**src/rtl/display_src_sel.sv**
```systemverilog
`default_nettype none
// ============================================================================
// Module      : display_src_sel
// Description : Display-source selector for the 7-segment display path.
//               Picks one of N_SRC equal-width source words for the display
//               driver. Two raw push-buttons are synchronised and debounced
//               internally:
//                 - next   : advances the selected source, with wrap-around
//                 - freeze : toggles holding of the displayed value
// Ports       : clk          in   system clock, rising edge
//               reset        in   synchronous, active-high reset
//               btn_next     in   raw bouncy button, advances the source
//               btn_freeze   in   raw bouncy button, toggles freeze
//               src_flat     in   N_SRC*WIDTH, source i at [i*WIDTH +: WIDTH]
//               to_display   out  WIDTH, registered selected/frozen value
//               mode         out  SEL_W, current source index
//               frozen       out  high while the output is held
//               mode_changed out  one-cycle pulse when mode updates
// Revision    : 1.0 - initial release
// ============================================================================
module display_src_sel #(
   parameter  int WIDTH           = 32,
   parameter  int N_SRC           = 4,
   parameter  int DEBOUNCE_CYCLES = 1_000_000,
   localparam int SEL_W           = $clog2(N_SRC)
) (
   input  logic                   clk,
   input  logic                   reset,
   input  logic                   btn_next,
   input  logic                   btn_freeze,
   input  logic [N_SRC*WIDTH-1:0] src_flat,
   output logic [WIDTH-1:0]       to_display,
   output logic [SEL_W-1:0]       mode,
   output logic                   frozen,
   output logic                   mode_changed
);

   // A counter of at least one bit keeps DEBOUNCE_CYCLES == 1 legal.
   localparam int               CNT_W     = (DEBOUNCE_CYCLES > 1) ? $clog2(DEBOUNCE_CYCLES) : 1;
   localparam logic [CNT_W-1:0] CNT_LAST  = CNT_W'(DEBOUNCE_CYCLES - 1);
   localparam logic [SEL_W-1:0] MODE_LAST = SEL_W'(N_SRC - 1);

   // Index 0 is the next button, index 1 the freeze button.
   logic [1:0] btn_raw;
   logic [1:0] press;

   assign btn_raw = {btn_freeze, btn_next};

   // ------------------------------------------------------------------------
   // Per-button conditioning: 2-flop synchroniser, debounce, rising-edge pulse
   // ------------------------------------------------------------------------
   generate
      for (genvar b = 0; b < 2; b++) begin : g_btn
         logic             sync1;
         logic             s;
         logic             d;
         logic             d_q;
         logic             press_q;
         logic [CNT_W-1:0] cnt;

         always_ff @(posedge clk) begin
            if (reset) begin
               sync1   <= 1'b0;
               s       <= 1'b0;
               d       <= 1'b0;
               d_q     <= 1'b0;
               press_q <= 1'b0;
               cnt     <= '0;
            end else begin
               sync1 <= btn_raw[b];
               s     <= sync1;
               // The count only runs while the synchronised level disagrees
               // with the accepted level; any agreement restarts it, so a
               // glitch shorter than DEBOUNCE_CYCLES never reaches d.
               if (s == d) begin
                  cnt <= '0;
               end else if (cnt == CNT_LAST) begin
                  d   <= s;
                  cnt <= '0;
               end else begin
                  cnt <= cnt + 1'b1;
               end
               d_q     <= d;
               press_q <= d & ~d_q;
            end
         end

         assign press[b] = press_q;
      end
   endgenerate

   // ------------------------------------------------------------------------
   // Source mux: compare against every legal index so an unused encoding
   // (N_SRC not a power of two) can never address past the source vector.
   // ------------------------------------------------------------------------
   logic [WIDTH-1:0] sel_val;

   always_comb begin
      sel_val = '0;
      for (int i = 0; i < N_SRC; i++) begin
         if (mode == SEL_W'(i)) begin
            sel_val = src_flat[i*WIDTH +: WIDTH];
         end
      end
   end

   // ------------------------------------------------------------------------
   // Mode, freeze and output registers
   // ------------------------------------------------------------------------
   always_ff @(posedge clk) begin
      if (reset) begin
         mode         <= '0;
         frozen       <= 1'b0;
         mode_changed <= 1'b0;
         to_display   <= '0;
      end else begin
         if (press[0]) begin
            mode         <= (mode == MODE_LAST) ? '0 : mode + 1'b1;
            mode_changed <= 1'b1;
         end else begin
            mode_changed <= 1'b0;
         end

         if (press[1]) begin
            frozen <= ~frozen;
         end

         // Uses the current frozen/mode values: a freeze press lets one more
         // sample through, and an unfreeze shows the new mode a cycle later.
         if (!frozen) begin
            to_display <= sel_val;
         end
      end
   end

endmodule
`default_nettype wire

```
**config.mk**
```make
export PLATFORM = sky130hd
export DESIGN_NAME = display_src_sel
export DESIGN_NICKNAME = d
export VERILOG_FILES = /design/src/rtl/display_src_sel.sv
export SDC_FILE = /design/constraint.sdc
export NUM_CORES = 1
export LEC_CHECK = 0
export BUFFER_PORTS_ARGS = -buffer_cell sky130_fd_sc_hd__clkbuf_2
export CORE_UTILIZATION = 53
export DETAILED_ROUTE_END_ITERATION = 10
export HOLD_SLACK_MARGIN = 0.06
export PLACE_DENSITY = 0.94
export SLEW_MARGIN = 10
export SYNTH_ARGS = -nofsm -noshare
export SYNTH_HDL_FRONTEND = slang
export SYNTH_SLANG_ARGS = --single-unit
```
**constraint.sdc**
```tcl
create_clock -name clk -period 5.1 [get_ports clk]
set_clock_uncertainty 0.15 [all_clocks]
set_input_delay 0 -clock clk [delete_from_list [all_inputs] [get_ports clk]]
set_output_delay 0 -clock clk [all_outputs]
set_load 0.02 [all_outputs]
```
=== Yosys cells after proc, flatten, opt, wreduce, memory -nomap -nowiden ===
Index checks and enable logic that the tools add are counted.

* Eq/ne operators: 7
* Bitwise logic cells: 7
* Mux-type cells: 6
* $add $sub $neg: 3
* Reduce and logical (&&, ||, !) cells: 5

{| class="wikitable"
|+ Operator list
! kind !! number
|-
| 32-bit two-way mux || 4
|-
| 20-bit by 1-bit adder with 20-bit output (second input constant) || 2
|-
| 20-bit equality test (second input constant) || 2
|-
| 3-bit OR reduction || 2
|-
| 1-bit NOT || 5
|-
| 2-bit equality test (second input constant) || 2
|-
| 2-bit AND reduction || 2
|-
| 2-bit by 1-bit adder with 2-bit output (second input constant) || 1
|-
| 1-bit AND || 2
|-
| 1-bit equality test || 2
|-
| 2-bit by 1-bit equality test with 1-bit output (second input constant) || 1
|-
| 2-bit zero test || 1
|-
| 2-bit two-way mux || 1
|-
| 1-bit two-way mux || 1
|}

* Word-level logic and storage cells: 44
* Register bits: 86
* Output and inout bits: 36

=== Longest topological paths before layout ===
* Depth after elaboration: 5
* Mapped depth: 8
* Mapped depth without buffers: 6

=== Least setup slack after synthesis ===
OpenSTA, ideal clock, no wires.

* Path type: flip-flop to flip-flop
* Start: register mode[1]
* End: register to_display[0]
* Stages on the path, launching flop included: 9
* Path slack: 2894 ps
* Data required time: 4855 ps
* Library setup time: 95 ps
* Data arrival time: 1960 ps
* Cells stage by stage: dfxtp_1 > inv_1 > ha_1 > clkbuf_1 > nor2b_1 > clkbuf_1 > a221oi_1 > a211o_1 > a221oi_1

* Cells in the longest elaborated chain, start to end: 5

{| class="wikitable"
|+ RTL lines
! item !! RTL line !! text
|-
| start: declaration || 33 || <nowiki>output logic [SEL_W-1:0] mode,</nowiki>
|-
| start signal: assignment || 118 || <nowiki>mode <= (mode == MODE_LAST) ? '0 : mode + 1'b1;</nowiki>
|-
| 2-bit zero test || 101 || <nowiki>if (mode == SEL_W'(i)) begin</nowiki>
|-
| 32-bit two-way mux (3 in a row) || 101 ||
|-
| 32-bit two-way mux * || 101 ||
|-
| end signal: assignment || 131 || <nowiki>to_display <= sel_val;</nowiki>
|-
| end: declaration || 32 || <nowiki>output logic [WIDTH-1:0] to_display,</nowiki>
|}

Every way passes the cells marked *; elsewhere a longest branch is shown, timed or not.
A chain may end at the register's enable or synchronous reset.

=== Worst setup path after layout ===
* Start: register mode[1]
* End: register to_display[18]

Same word-level chain as after synthesis.

==> metrics.yaml <==
slew_violations: 0
synth-seq-area-share_pct: 39.8
netSwitchingPower_w: 0.000362
die_w_um: 92.3
drt_wl_total_um: 15700
ios: 168
antenna_found_initial: 0
synth.distinct_cells: 43
reg2reg_from: "mode[1]"
core-area_um2: 7810
grtUsageTotal_pct: 37.8
dp_hpwl_um: 8250
max_slew_margin_pct: 15.5
cts_resized: 0
p_leak_nw: 2.68
outcome: "completed"
cts_root_buf: "clkbuf_8"
syn_nets: 650
synthCells: 512
critPathKind: "reg -> reg"
r2r_cells: 9
swShare_pct: 26.2
netlist.area_leader.share_pct: 39.8
cp-startpoint: "mode[1]"
pwr-share-clk_pct: 35.4
hold_violations: 0
grt_first_pass_wirelength_um: 24900
max_clock_freq_mhz: 267
die_area_um2: 8530
dr.pass1.iters: 8
grt_pass1_vias: 5114
wl_per_cell_um: 19.1
whs_ns: 0.228
cp.depth: 9
cts_buffers: 9
diodes: 0
ys_ff_latch: 86
drt-initial-drc-count: 576
synth_top_area_cell: "dfxtp_1"
path_delay_family: "buffers and inverters"
crit_buf_inv: 4
cts_buffer_depth: 2
path_clk_slew_ns: 0.10
synthesis.area_um2: 4330
place_inst: 740
path_max_fanout: 34
cts_sinks: 86
vias: 5138
synth_edf_count: 0
syn_area_per_cell_um2: 8.45
path_cells: "inv_1 > ha_1 > buf_4 > nor2b_4 > a221oi_1 > a211o_1 > dlygate4sd3_1 > a221oi_1 > dlygate4sd3_1"
cts_setup_buffers: 0
die_h_um: 92.3
cap_viol_max_count: 0
synth_ff_type: "dfxtp_1"
synthArstFlopShare_pct: 0
slowest_stage: "nor2b_4"
syn2layout_area_growth_pct: 38.9
p_int_w: 0.00102
power_density_nw_per_um2: 230
rsz0062_at_grt: "false"
slowest_delay_ns: 0.64
hp-start: "g_btn[0].d_q"
cts_tree: "yes"
layout-drive-gt1-share_pct: 26.8
power_frac_seq_pct: 50.6
overflow: 0
num-nets-final: 854
vdd_ir_drop_max_uv: 222
cp_data_arrival_time_ns: 3.92
finalCritPeriodShare_pct: 73.5
floorplan.initialDensity_pct: 55.4
ys_top_cells_by_area: "dfxtp_1 40%, a221oi_1 13%, inv_1 6.3%"
drtAntennaViolNets: 0
io_buffer_count: 167
clk_latency_ns: 0.37
synth_warnings: 0
drc_errors: 0
min_period_ns: 3.75
place_ws_ns: 2.11
hp-class: "reg -> reg"
setup-tns-final_ns: 0
gp_congestion: 0.860
cp-end-kind: "flop"
avgViaCountPerCell: 6.24
num_rows: 32
required_ns: 5.27
worstMarginPinSlew_ns: 1.27
cts_max_level: 3
fin_cells: 823
worst_slack_ns: 1.35
startpoint_type: "flop"
setup_violations: 0
min_path_cells: 1
grt_max_degree: 67
combPwrFrac_pct: 14.1
-- synth_stat cells (2+ instances only) --
cell,number
dfxtp_1,86
inv_1,73
a221oi_1,62
a21oi_1,45
clkbuf_1,39
nor2_1,32
a211o_1,31
nand3_1,14
xor2_1,14
xnor2_1,13
nor2b_1,12
nand4_1,9
nand2_1,8
o21ai_0,8
or3_1,8
or4_1,8
nor3_1,7
ha_1,6
o31ai_1,5
and3_1,3
and4_1,3
nor4_1,3
and2_1,2
mux2i_1,2
-- stage by stage --
step / power (W) / util, % / instance area, um2
after global routing: 0.00143 / 77.0 / 6010
final: 0.00138 / 77.0 / 6010
after CTS: 0.00136 / 76.8 / 6000
after floorplan: 0.000774 / - / 4330
after global placement: 0.000845 / 65.8 / 5140
after detailed placement: 0.000850 / 65.8 / 5140
-- layout make-up --
| cell class | instances | area [um2] |
|---|---|---|
| inverter | 73 | 274 |
| multi-input combinational | 311 | 2180 |
| fill | 480 | 1800 |
| clock buffer | 10 | 128 |
| tap | 102 | 128 |
| timing repair buffer | 235 | 1510 |
| sequential | 86 | 1720 |
| clock inverter | 6 | 62.6 |
-- timing repair --
action / CTS / global route
hold buffers: 67 / 0
setup endpoints to repair: 0 / 0
endpoints found under the hold margin: 34 / 0
-- flip-flops by register name, indices dropped and copies added, names as in the netlist --
name           flops
g_btn.press_q      2
g_btn.cnt         40
g_btn.d_q          2
g_btn.sync1        2
to_display        32
g_btn.d            2
mode_changed       1
mode               2
frozen             1
g_btn.s            2
-- final timing paths --
check,slack [ns],to
worst max register to register,1.35,to_display[18]
worst min-delay path,0.23,g_btn[0].press_q
worst max-delay path,1.35,to_display[18]
worst min register to register,0.23,g_btn[0].press_q
-- placed cells by master, fill, tap and decap left out, types with 4 or more instances in the layout --
cell,count
a211o_1,31
a21oi_1,45
a221oi_1,62
clkbuf_2,167
clkbuf_8,9
dfxtp_1,85
dlygate4sd3_1,67
ha_1,4
inv_1,73
nand2_1,8
nand3_1,14
nand4_1,9
nor2_1,32
nor2b_1,11
nor3_1,7
o21ai_0,8
o31ai_1,5
or3_1,8
or4_1,8
xnor2_1,13
xor2_1,14
-- power groups by stage --
stage	registers, W	logic [W]	clock network (W)
6_report	0.000698	0.000194	0.000489
5_1_grt	0.000700	0.000207	0.000522
4_1_cts	0.000696	0.000179	0.000482
3_5_place_dp	0.000711	0.000138	0
3_3_place_gp	0.000711	0.000134	0
2_1_floorplan	0.000727	0.0000470	0
-- routing by layer --
layer,routed length (um),global-route usage [%],share of wire [%]
met5,0,0,0
met2,7620,62.0,48
met3,1380,12.4,8.8
met1,5450,40.6,35
met4,1260,27.5,8.0
-- cell families after synthesis --
group           share of synthesized area [%]
mux                                     0.463
simple gates                             15.2
compound gates                           27.1
fa+ha+maj                                1.74
buf+inv                                  10.2
xor+xnor                                 5.47
flops                                    39.8
Note: power is estimated with default switching activity, not from simulation.
